--- src/rtl/shiftn_rx.sv ---
// Serial-in, parallel-out receiver: N bits per frame, shift direction latched at start.
// Optional trailing even-parity bit, enabled by defining SHIFTN_RX_PARITY_EN.
module shiftn_rx #(
  parameter int unsigned N = 8
) (
  input  logic         clk,
  input  logic         reset,
  input  logic         start,
  input  logic         dir,
  input  logic         sin,
  input  logic         svalid,
  input  logic         abort,
  output logic [N-1:0] y,
  output logic         yvalid,
  output logic         busy,
  output logic         err
);

  localparam int unsigned CW = $clog2(N + 1);
  localparam logic [CW-1:0] LastCnt = CW'(N - 1);

  typedef enum logic [1:0] {StIdle, StShift, StParity, StDone} state_e;

  state_e        state_q, state_d;
  logic [CW-1:0] cnt_q;
  logic [N-1:0]  sreg_q;
  logic [N-1:0]  sreg_shift;
  logic [N-1:0]  y_q;
  logic          dir_q;
  logic          last_bit;
`ifdef SHIFTN_RX_PARITY_EN
  logic          err_q;
`endif

  // dir 0: MSB-first, new bit enters bit 0; dir 1: LSB-first, new bit enters bit N-1
  assign sreg_shift = dir_q ? {sin, sreg_q[N-1:1]} : {sreg_q[N-2:0], sin};
  assign last_bit   = svalid && (cnt_q == LastCnt);

  always_ff @(posedge clk) begin
    if (reset) begin
      state_q <= StIdle;
    end else begin
      state_q <= state_d;
    end
  end

  always_comb begin
    state_d = state_q;
    unique case (state_q)
      StIdle: begin
        if (start) state_d = StShift;
      end
      StShift: begin
        if (abort) begin
          state_d = StIdle;
        end else if (last_bit) begin
`ifdef SHIFTN_RX_PARITY_EN
          state_d = StParity;
`else
          state_d = StDone;
`endif
        end
      end
      StParity: begin
        if (abort) begin
          state_d = StIdle;
        end else if (svalid) begin
          state_d = StDone;
        end
      end
      StDone: state_d = StIdle;
      default: state_d = StIdle;
    endcase
  end

  // Datapath; Y and ERR load on the edge that enters StDone.
  always_ff @(posedge clk) begin
    if (reset) begin
      cnt_q  <= '0;
      sreg_q <= '0;
      dir_q  <= 1'b0;
      y_q    <= '0;
`ifdef SHIFTN_RX_PARITY_EN
      err_q  <= 1'b0;
`endif
    end else begin
      unique case (state_q)
        StIdle: begin
          if (start) begin
            cnt_q  <= '0;
            sreg_q <= '0;
            dir_q  <= dir;
          end
        end
        StShift: begin
          if (!abort && svalid) begin
            cnt_q  <= cnt_q + CW'(1);
            sreg_q <= sreg_shift;
`ifndef SHIFTN_RX_PARITY_EN
            if (last_bit) y_q <= sreg_shift;
`endif
          end
        end
        StParity: begin
`ifdef SHIFTN_RX_PARITY_EN
          if (!abort && svalid) begin
            y_q   <= sreg_q;
            err_q <= sin ^ (^sreg_q);
          end
`endif
        end
        default: ;
      endcase
    end
  end

  always_comb begin
    busy   = (state_q != StIdle);
    yvalid = (state_q == StDone);
    y      = y_q;
`ifdef SHIFTN_RX_PARITY_EN
    err    = err_q;
`else
    err    = 1'b0;
`endif
  end

endmodule

--- config.mk ---
export PLATFORM = sky130hd
export DESIGN_NAME = shiftn_rx
export DESIGN_NICKNAME = d
export VERILOG_FILES = /design/src/rtl/shiftn_rx.sv
export SDC_FILE = /design/constraint.sdc
export NUM_CORES = 1
export LEC_CHECK = 0
export CORE_MARGIN = 2
export CORE_UTILIZATION = 55
export CTS_BUF_LIST = sky130_fd_sc_hd__clkbuf_2
export DETAILED_ROUTE_END_ITERATION = 8
export HOLD_SLACK_MARGIN = 0.02
export PLACE_DENSITY = 0.88
export SKIP_LAST_GASP = 1
export SYNTH_ARGS = -nofsm -noshare
export SYNTH_HDL_FRONTEND = slang
export SYNTH_SLANG_ARGS = --single-unit
--- constraint.sdc ---
create_clock -name clk -period 2.1 [get_ports clk]
set_input_delay 0.42 -clock clk [delete_from_list [all_inputs] [get_ports clk]]
set_output_delay 0.42 -clock clk [all_outputs]
set_load 0.02 [all_outputs]
Word-level counts from Yosys, hierarchy flattened
Index checks and enable logic that the tools add are counted.
{"block": "classes", "add_sub_neg": 1, "n_eq_ne": 8, "muxes": 13, "n_reduce_logical": 10}
{"operator": "$mux 8", "n": 3}
{"operator": "$pmux 8 s2", "n": 1}
{"operator": "$mux 2", "n": 5}
{"operator": "$reduce_and 3->1", "n": 3}
{"operator": "$mux 4", "n": 2}
{"operator": "$pmux 2 s4", "n": 1}
{"operator": "$pmux 4 s2", "n": 1}
{"operator": "$ne 3x3->1 const B", "n": 2}
{"operator": "$add 4x1->4 const B", "n": 1}
{"operator": "$eq 2x2->1 const B", "n": 2}
{"operator": "$eq 4x3->1 const B", "n": 1}
{"operator": "$ne 2x2->1 const B", "n": 2}
{"operator": "$reduce_bool 2->1", "n": 2}
{"operator": "$eq 2x1->1 const B", "n": 1}
{"operator": "$logic_and 1x1->1", "n": 2}
{"operator": "$logic_not 2->1", "n": 1}
{"operator": "$reduce_and 2->1", "n": 1}
{"operator": "$logic_not 1->1", "n": 1}
{"block": "word_totals", "register_bits": 23, "input_bits": 7, "out_inout_bits": 11, "word_cells": 37}

Longest topological paths before layout
Gate-level depths: netlist (run 1).
{"block": "logic_depth", "depth_word": 5, "ltp_mapped": 7, "ltp_nobuf": 6}

Least setup slack after synthesis (run 1)
OpenSTA, ideal clock, no wires.
{"block": "synth_timing", "path_type": "register -> register", "startpoint": "register state_q[0]", "endpoint": "register state_q[0]", "setup_ns": 0.128, "arrival_ns": 1.456, "t_required_ns": 1.972, "path_slack_ns": 0.516, "path_stages_with_launch": 8, "path_buffers": 1, "period_less_slack_ns": 1.584, "path_cell_list": "dfxtp_1 -> inv_1 -> ha_1 -> nor2b_1 -> clkbuf_1 -> a221oi_2 -> mux2i_1 -> nor2_1"}
{"block": "synth_via", "elab_chain_cells": 3, "word_cells_on_any_way": 9, "cone_classes": "eq/ne (6); mux (1); reduce/logical (2)"}
{"element": "from (decl)", "line": "24", "text": "state_e state_q, state_d;"}
{"element": "from (signal assigned)", "line": "41", "text": "state_q <= StIdle;"}
{"element": "from (signal assigned)", "line": "43", "text": "state_q <= state_d;"}
{"element": "$eq 2x1->1, or another cell as far along", "line": "49", "text": "unique case (state_q)"}
{"element": "$ne 3x3->1 (no source line) / $ne 2x2->1 (equally long branches)"}
{"element": "$reduce_and 3->1 (no source line)"}
Parallel ways exist; a longest one is shown, timed or not.
A chain may end at the register's enable or synchronous reset.

Worst setup path in the final report (run 1)
{"block": "layout_timing", "startpoint": "register state_q[0]", "endpoint": "output yvalid"}
{"block": "layout_via", "elab_chain_cells": 1}
{"element": "$eq 2x2->1", "line": "119", "text": "yvalid = (state_q == StDone);"}
{"element": "to (decl)", "line": "14", "text": "output logic yvalid,"}
Every way passes these cells.

==> metrics.yaml, run 1 <==
power.density_mw_per_mm2: 791.6
fmax_ghz: 0.5111
rsz0062_at_grt: "no"
wirelength_um: 2210
synth_area_mm2: 0.001155
setup_viol: 0
syn_nets: 135
synth.yosys.seq_area_share_pct: 39.87
drtIter0Drc: 24
avgSynthCellArea_um2: 9.389
ys_types: 25
dieArea_mm2: 0.002482
finish.net_count: 151
syn_inst: 123
post-route-min-period_ns: 1.957
hpwlAfterDp_um: 1676
critical_path_arrival_ns: 1.54
crit_required_ns: 1.68
insertion_delay_ns: 0.32
port_buffers: 16
ant_nets: 0
die_x_um: 49.82
numCtsBuffers: 3
final_common_cell: "dfxtp_1"
leakage_nw: 0.4933
grt_pass1_vias: 848
vias: 905
synth.ff_latch_count: 23
routabilityCongestion: 0.7576
outcome: "finished, final reports clean"
cts.sinks: 23
cts_tree: "yes"
p_total_mw: 1.069
hold_buffers: 0
antennaDiodeCount: 0
grt_overflow: 0
peakVddDrop_mv: 0.6873
via_per_inst: 5.485
initial_utilization_pct: 58.86
wl_per_cell_um: 13.39
crit_path_end_kind: "output pin"
track_usage_pct: 19.32
antenna_found_initial: 0
start_kind: "flop"
coreArea_mm2: 0.001962
die_h_um: 49.82
std_cell_rows: 16
grt_first_pass_wirelength_um: 3684
clockBufferDepth: 2
io_pins: 18
skew_ns: 0.01633
slew_viol_final: 0
post_cts_buffers: 0
grt_max_degree: 21
critPathKind: "flop to output pin"
hold_class: "flop to flop"
finalCritPeriodShare_pct: 93.17
cts-root-buf: "clkbuf_2"
htree_num_levels: 1
yosys_warnings: 0
layout-drive-gt1-share_pct: 10.87
timing.final.hold_violations: 0
syn_to_final_growth_pct: 16.90
setup_tns_ns: 0
drc_errors: 0
cap_viol_max_count: 0
final_cell_mix: "dfxtp_1 (23), nor2_1 (21), clkdlybuf4s50_1 (15), mux2i_1 (11), a21oi_1 (11)"
path_max_fanout: 4
drt-pass1-iter-count: 4
clkTransAtPathRegs_ns: 0.22
## layout make-up
type | count | area, um2
Sequential cell | 23 | 460.4
Inverter | 4 | 15.01
Timing Repair Buffer | 20 | 188.9
Multi-Input combinational cell | 87 | 631.9
Tap cell | 27 | 33.78
Fill cell | 166 | 611.8
Clock buffer | 4 | 20.02
## worst paths after layout
kind         cells past startpoint       start  slack [ns]    endpoint
max                              2  state_q[0]        0.14      yvalid
min                              2   sreg_q[7]        0.48   sreg_q[7]
max reg2reg                      6  state_q[1]        0.26  state_q[1]
min reg2reg                      2   sreg_q[7]        0.48   sreg_q[7]
## registers in the layout, summed over array words and instances (netlist names)
register / count
cnt_q: 4
dir_q: 1
sreg_q: 8
state_q: 2
y: 8
## worst max-delay path, stage by stage, from the launching register on
cell	delay (ns)
dfxtp_1	0.44
ha_1	0.18
clkdlybuf4s50_1	0.60
## repair_timing
action | in CTS | in global routing
gates resized for setup | 1 | 0
hold endpoints to repair | 0 | 0
endpoints found under the setup margin | 1 | 0
## power breakdown
part / internal [mW] / switching, mW / total, mW
combinational: 0.174 / 0.219 / 0.393
sequential: 0.464 / 0.0366 / 0.501
clock: 0.0504 / 0.125 / 0.175
## logic make-up (layout without fill, tap and decap cells)
kind of cell | after synthesis | count (layout) | share of synthesized area (%)
other cells | 1 | 1 | 0.3247
flops | 23 | 23 | 39.87
simple gates | 42 | 42 | 21.02
fa+ha+maj | 5 | 5 | 5.417
compound gates | 24 | 24 | 15.17
mux | 12 | 12 | 10.51
buf+inv | 13 | 28 | 5.417
xor+xnor | 3 | 3 | 2.276
## cells in the mapped netlist, drive strengths merged
library cell   n  share of area [%]
a21oi         11                4.8
a211oi         9                7.2
ha             5                5.4
dfxtp         23                 40
mux2i         11                9.5
buf            4                2.5
nor4b          7                5.3
nand2          4                1.3
nor2b          3                1.6
nor3b          1                1.6
nor2          21                6.8
a221oi         1                1.3
a21o           1               0.65
nand3          4                1.7
conb           1               0.32
inv            4                1.3
nand4b         1                2.1
clkbuf         5                1.6
o21bai         2                1.3
mux2           1               0.98
xnor2          3                2.3
nand2b         1               0.54
## metrics by stage
stage                     util [%]  cell area (um2)  instances  hold WS (ns)  setup slack, ns
after floorplan                  -             1155        123        0.4316           0.5164
after global placement       67.86             1331        161        0.4461           0.1561
after detailed placement     67.86             1331        161        0.4548           0.1139
after CTS                    68.81             1350        165        0.4779           0.1373
after global routing         68.81             1350        165        0.5076          0.04268
final                        68.81             1350        165        0.4777           0.1435
## metal layers
| layer | track usage (%) | wire (um) | up-vias |
|---|---|---|---|
| met5 | 0 | 0 | - |
| li1 | - | - | 463 |
| met3 | 2.121 | 86 | 2 |
| met2 | 31.56 | 1037 | 24 |
| met4 | 8.796 | 27 | 0 |
| met1 | 25.52 | 1058 | 416 |
Note: power is estimated with default switching activity, not from simulation.
==> inputs of run 2 (changes only) <==
--- a/config.mk
+++ b/config.mk
@@ -5,8 +5,11 @@
 export SDC_FILE = /design/constraint.sdc
 export NUM_CORES = 1
 export LEC_CHECK = 0
+export CAP_MARGIN = 20
+export CELL_PAD_IN_SITES_DETAIL_PLACEMENT = 1
+export CELL_PAD_IN_SITES_GLOBAL_PLACEMENT = 1
 export CORE_MARGIN = 2
-export CORE_UTILIZATION = 55
+export CORE_UTILIZATION = 42
 export CTS_BUF_LIST = sky130_fd_sc_hd__clkbuf_2
 export DETAILED_ROUTE_END_ITERATION = 8
 export HOLD_SLACK_MARGIN = 0.02
==> run 2 against run 1 <==
- global-route usage decreased by 1.1 points
- clock power increased by 5%
- flip-flop and latch count unchanged
- clock-buffer cell count unchanged
- first-iteration DRC count decreased by 13%
- final area increased by 1.1%
- wire length increased by 22%
- critical endpoint unchanged
- largest cell class unchanged
- largest power group unchanged
==> metrics.yaml, run 2 (same netlist as run 1, synthesis figures left out) <==
path_max_fanout: 4  # unchanged
final_cell_mix: "nor2_1 (21), dfxtp_1 (21), clkdlybuf4s50_1 (15), mux2i_1 (11), a21oi_1 (11)"
relSlewSlack_pct: 65.82
setup_viol: 0  # unchanged
setup_tns_ns: 0  # unchanged
cts.sinks: 23  # unchanged
antenna_found_initial: 0  # unchanged
insertion_delay_ns: 0.33  # about the same
die_x_um: 56.44  # +13%
drc_errors: 0  # unchanged
outcome: "finished, final reports clean"
leakage_nw: 0.4998  # +1.3%
critical_path_arrival_ns: 1.53  # about the same
layout-drive-gt1-share_pct: 12.95  # +2.1 points
n_fill_cell: 314  # +89%
wirelength_um: 2700  # +22%
finish.net_count: 152  # +0.66%
hold_buffers: 0  # unchanged
dieArea_mm2: 0.003185  # +28%
finalCritPeriodShare_pct: 92.71  # -0.46 points
initial_utilization_pct: 42.99  # -16 points
coreArea_mm2: 0.002686  # +37%
std_cell_rows: 19  # +3
max_slew.worst_pin.slew_ns: 0.5127
post-route-min-period_ns: 1.947  # -0.009690 ns
multiInputGateArea_um2: 631.9  # unchanged
numCtsBuffers: 3  # unchanged
io_pins: 18  # unchanged
holdWs_ns: 0.4800  # +0.002359 ns
start_kind: "flop"
rsz0062_at_grt: "no"
regArea_um2: 462.9  # +0.54%
htree_num_levels: 1  # unchanged
peakVddDrop_mv: 0.6319  # -8.1%
crit_path_end_kind: "output pin"
cts_tree: "yes"
post_cts_buffers: 0  # unchanged
crit_required_ns: 1.68  # about the same
finalCoreUtilization_pct: 50.82  # -18 points
drt-pass1-iter-count: 4  # unchanged
grt_overflow: 0  # unchanged
hpwlAfterDp_um: 2128  # +27%
routabilityCongestion: 0.8140  # +7.4%
hold_class: "flop to flop"
grt_first_pass_wirelength_um: 4533  # +23%
r2r_setup_slack_ns: 0.21  # -0.05 ns
cap_viol_max_count: 0  # unchanged
post-place-ws_ns: 0.08784  # -0.02603 ns
ctsResizeCount: 3  # +2
p_total_mw: 1.091  # +2.1%
ant_nets: 0  # unchanged
grt_pass1_vias: 971  # +15%
via_per_inst: 5.506  # +0.38%
timing.final.hold_violations: 0  # unchanged
critPathKind: "flop to output pin"
power.density_mw_per_mm2: 799.4  # +0.99%
clkTransAtPathRegs_ns: 0.21  # about the same
wl_per_cell_um: 15.88  # +19%
worst_slack_ns: 0.1531  # +0.009690 ns
clockBufferDepth: 2  # unchanged
cts-root-buf: "clkbuf_2"
vias: 936  # +3.4%
track_usage_pct: 18.18  # -1.1 points
port_buffers: 16  # unchanged
antennaDiodeCount: 0  # unchanged
syn_to_final_growth_pct: 18.20
grt_max_degree: 18  # -14%
fmax_ghz: 0.5136  # +0.50%
slew_viol_final: 0  # unchanged
skew_ns: 0.002850  # -0.01348 ns
die_h_um: 56.44  # +13%
drtIter0Drc: 21  # -13%
-- run 2: cell types whose count changed in the layout (fill, tap and decap cells not counted) --
cell	delta
buf_4	+1
dfxtp_2	+2
dfxtp_1	-2
-- run 2: routing by layer --
metal / part of all wire (%) / routed length, um / track usage, %
met2: 50 / 1354 / 31.56
met5: 0 / 0 / 0
met1: 46 / 1252 / 22.60
met3: 1.9 / 52 / 2.995
met4: 1.5 / 40 / 6.122
-- run 2: metrics by stage --
stage | cells | area (um2)
2_1_floorplan | 123 | 1155
3_3_place_gp | 166 | 1344
3_5_place_dp | 166 | 1344
4_1_cts | 170 | 1365
5_1_grt | 170 | 1365
6_report | 170 | 1365
-- run 2: area by class of cell --
class                   instances  share of cell area, %
clock buffers                   4                  1.467
inverters                       4                  1.100
multi-input cells              87                  46.29
flip-flops and latches         23                  33.91
well taps                      31                  2.841
repair buffers                 21                  14.39
-- run 2: report_power, final --
part	leakage, nW	internal (mW)	total (mW)	switching (mW)
clock	0.0166	0.0504	0.183	0.133
sequential	0.187	0.467	0.503	0.0360
combinational	0.297	0.172	0.405	0.232
total	0.500	0.690	1.09	0.401
-- run 2: worst paths after layout --
| path | start | to | depth (start not counted) |
|---|---|---|---|
| hold / removal | sreg_q[7] | sreg_q[7] | 2 |
| setup / recovery | state_q[1] | yvalid | 2 |
| setup reg to reg | state_q[1] | cnt_q[1] | 6 |
| hold reg to reg | sreg_q[7] | sreg_q[7] | 2 |
-- run 2: worst max-delay path, cell delays in order (launching register included) --
cell             delay [ns]
dfxtp_2                0.41
ha_1                   0.18
clkdlybuf4s50_1        0.61
==> inputs of run 3 (changes only) <==
--- a/config.mk
+++ b/config.mk
@@ -8,7 +8,7 @@
 export CAP_MARGIN = 20
 export CELL_PAD_IN_SITES_DETAIL_PLACEMENT = 1
 export CELL_PAD_IN_SITES_GLOBAL_PLACEMENT = 1
-export CORE_MARGIN = 2
+export CORE_MARGIN = 5
 export CORE_UTILIZATION = 42
 export CTS_BUF_LIST = sky130_fd_sc_hd__clkbuf_2
 export DETAILED_ROUTE_END_ITERATION = 8
==> run 3 against run 2 <==
- maximum frequency is essentially flat
- flip-flop and latch count is the same
- cell count shrank 0.59%
- utilization is 0.28 points lower
- clock power decreased by 2%
- sequential share of layout area barely moved
- critical endpoint unchanged
- highest routed layer unchanged
==> metrics.yaml, run 3 (same netlist as run 1, synthesis figures left out) <==
reg2regPathDepth: 6  # unchanged
final_cell_area_mm2: 0.001358  # -0.55%
port_buffers: 16  # unchanged
p_total_mw: 1.078  # -1.2%
clockBufferDepth: 2  # unchanged
min_path_cells: 2  # unchanged
n_fill_cell: 315  # +0.32%
crit_path_end_kind: "output pin"
routabilityCongestion: 0.7973  # -2.1%
power_frac_comb_pct: 37.0  # about the same
slowest_delay_ns: 0.60  # about the same
switchingPower_mw: 0.3885  # -3.2%
finalCritPeriodShare_pct: 92.72  # about the same
antennaDiodeCount: 0  # unchanged
peakVddDrop_mv: 0.4735  # -25%
insertion_delay_ns: 0.33  # about the same
crit_required_ns: 1.68  # about the same
critPathSlowestCell: "clkdlybuf4s50_1"
multiInputGateArea_um2: 634.4  # +0.40%
setup_tns_ns: 0  # unchanged
syn_to_final_growth_pct: 17.55
regArea_um2: 460.4  # -0.54%
grt_pass1_vias: 929  # -4.3%
startpoint: "state_q[1]"
coreArea_mm2: 0.002686  # unchanged
cts-root-buf: "clkbuf_2"
drtIter0Drc: 26  # +24%
dieArea_mm2: 0.003898  # +22%
p_seq_share_pct: 46.3  # +0.2 points
grt_overflow: 0  # unchanged
grt_first_pass_wirelength_um: 4457  # -1.7%
cts.sinks: 23  # unchanged
numCtsBuffers: 3  # unchanged
ant_nets: 0  # unchanged
hpwlAfterDp_um: 2037  # -4.2%
min-delay-start: "sreg_q[7]"
hold_buffers: 0  # unchanged
htree_num_levels: 1  # unchanged
path_max_fanout: 4  # unchanged
wl_per_cell_um: 15.50  # -2.4%
post_cts_buffers: 0  # unchanged
finalCoreUtilization_pct: 50.54  # -0.28 points
final_common_cell: "dfxtp_1"
std_cell_rows: 19  # unchanged
initial_utilization_pct: 42.99  # unchanged
leakage_nw: 0.4924  # -1.5%
dpl_cell_area_mm2: 0.001336  # -0.56%
critPathKind: "flop to output pin"
via_per_inst: 5.260  # -4.5%
outcome: "finished, final reports clean"
die_x_um: 62.44  # +11%
clkTransAtPathRegs_ns: 0.19  # -0.02 ns
hold_class: "flop to flop"
track_usage_pct: 14.00  # -4.2 points
io_pins: 18  # unchanged
die_h_um: 62.44  # +11%
rsz0062_at_grt: "no"
wirelength_um: 2619  # -3.0%
finish.net_count: 151  # -0.66%
layout-drive-gt1-share_pct: 11.59  # -1.4 points
setup_viol: 0  # unchanged
power.density_mw_per_mm2: 794.4  # -0.64%
timing.final.hold_violations: 0  # unchanged
cap_viol_max_count: 0  # unchanged
slew_viol_final: 0  # unchanged
r2r_start: "state_q[1]"
antenna_found_initial: 0  # unchanged
drt-pass1-iter-count: 4  # unchanged
crit_path_cell_trace: "ha_1, clkdlybuf4s50_1"
post-route-min-period_ns: 1.947  # +0.0003620 ns
power.internal_mw: 0.6899  # about the same
vias: 889  # -5.0%
critical_path_arrival_ns: 1.53  # about the same
start_kind: "flop"
drc_errors: 0  # unchanged
fmax_ghz: 0.5136  # about the same
cts_tree: "yes"
clkPwrFrac_pct: 16.6  # -0.2 points
skew_ns: 0.01344  # +0.01059 ns
switching_share_pct: 36.03  # -0.75 points
grt_max_degree: 18  # unchanged
final_cell_mix: "dfxtp_1 (23), nor2_1 (21), clkdlybuf4s50_1 (15), mux2i_1 (11), a21oi_1 (11)"
ctsResizeCount: 1  # -2
==> run 3: power by group through the flow <==
stage / sequential, mW / combinational [mW] / clock, mW
floorplan: 0.492 / 0.314 / 0
global placement: 0.506 / 0.393 / 0
detailed placement: 0.508 / 0.404 / 0
CTS: 0.500 / 0.397 / 0.188
global route: 0.506 / 0.441 / 0.207
finish: 0.500 / 0.399 / 0.179
==> run 3: final cells by class <==
cell class              count  share of cell area [%]
clock buffers               4                   1.475
multi-input cells          87                   46.73
repair buffers             20                   13.92
well taps                  31                   2.857
inverters                   4                   1.106
flip-flops and latches     23                   33.92
==> run 3: worst max-delay path: cells and delay by family (launching register included) <==
kind,cells,cell delay (ns)
fa+ha+maj,1,0.18
buf+inv,1,0.60
flops,1,0.42
==> run 3: metrics by stage <==
stage / worst slack (ns) / std cells / hold slack, ns
6_report: 0.1528 / 169 / 0.4893
5_1_grt: 0.005817 / 169 / 0.5250
4_1_cts: 0.1183 / 169 / 0.4924
3_5_place_dp: 0.05868 / 165 / 0.4682
3_3_place_gp: 0.1435 / 165 / 0.4497
2_1_floorplan: 0.5164 / 123 / 0.4316
==> run 3: final timing paths <==
check / end / slack [ns]
worst max-delay path: yvalid / 0.15
worst min-delay path: sreg_q[7] / 0.49
worst max register to register: sreg_q[7] / 0.35
worst min register to register: sreg_q[7] / 0.49
==> run 3: metal layers <==
| layer | global-route usage, % | part of all wire [%] | vias to the layer above |
|---|---|---|---|
| met5 | 0 | 0 | - |
| li1 | - | - | 457 |
| met1 | 18.18 | 47 | 414 |
| met3 | 4.496 | 4.2 | 2 |
| met2 | 22.54 | 49 | 16 |
| met4 | 3.183 | 0.61 | 0 |
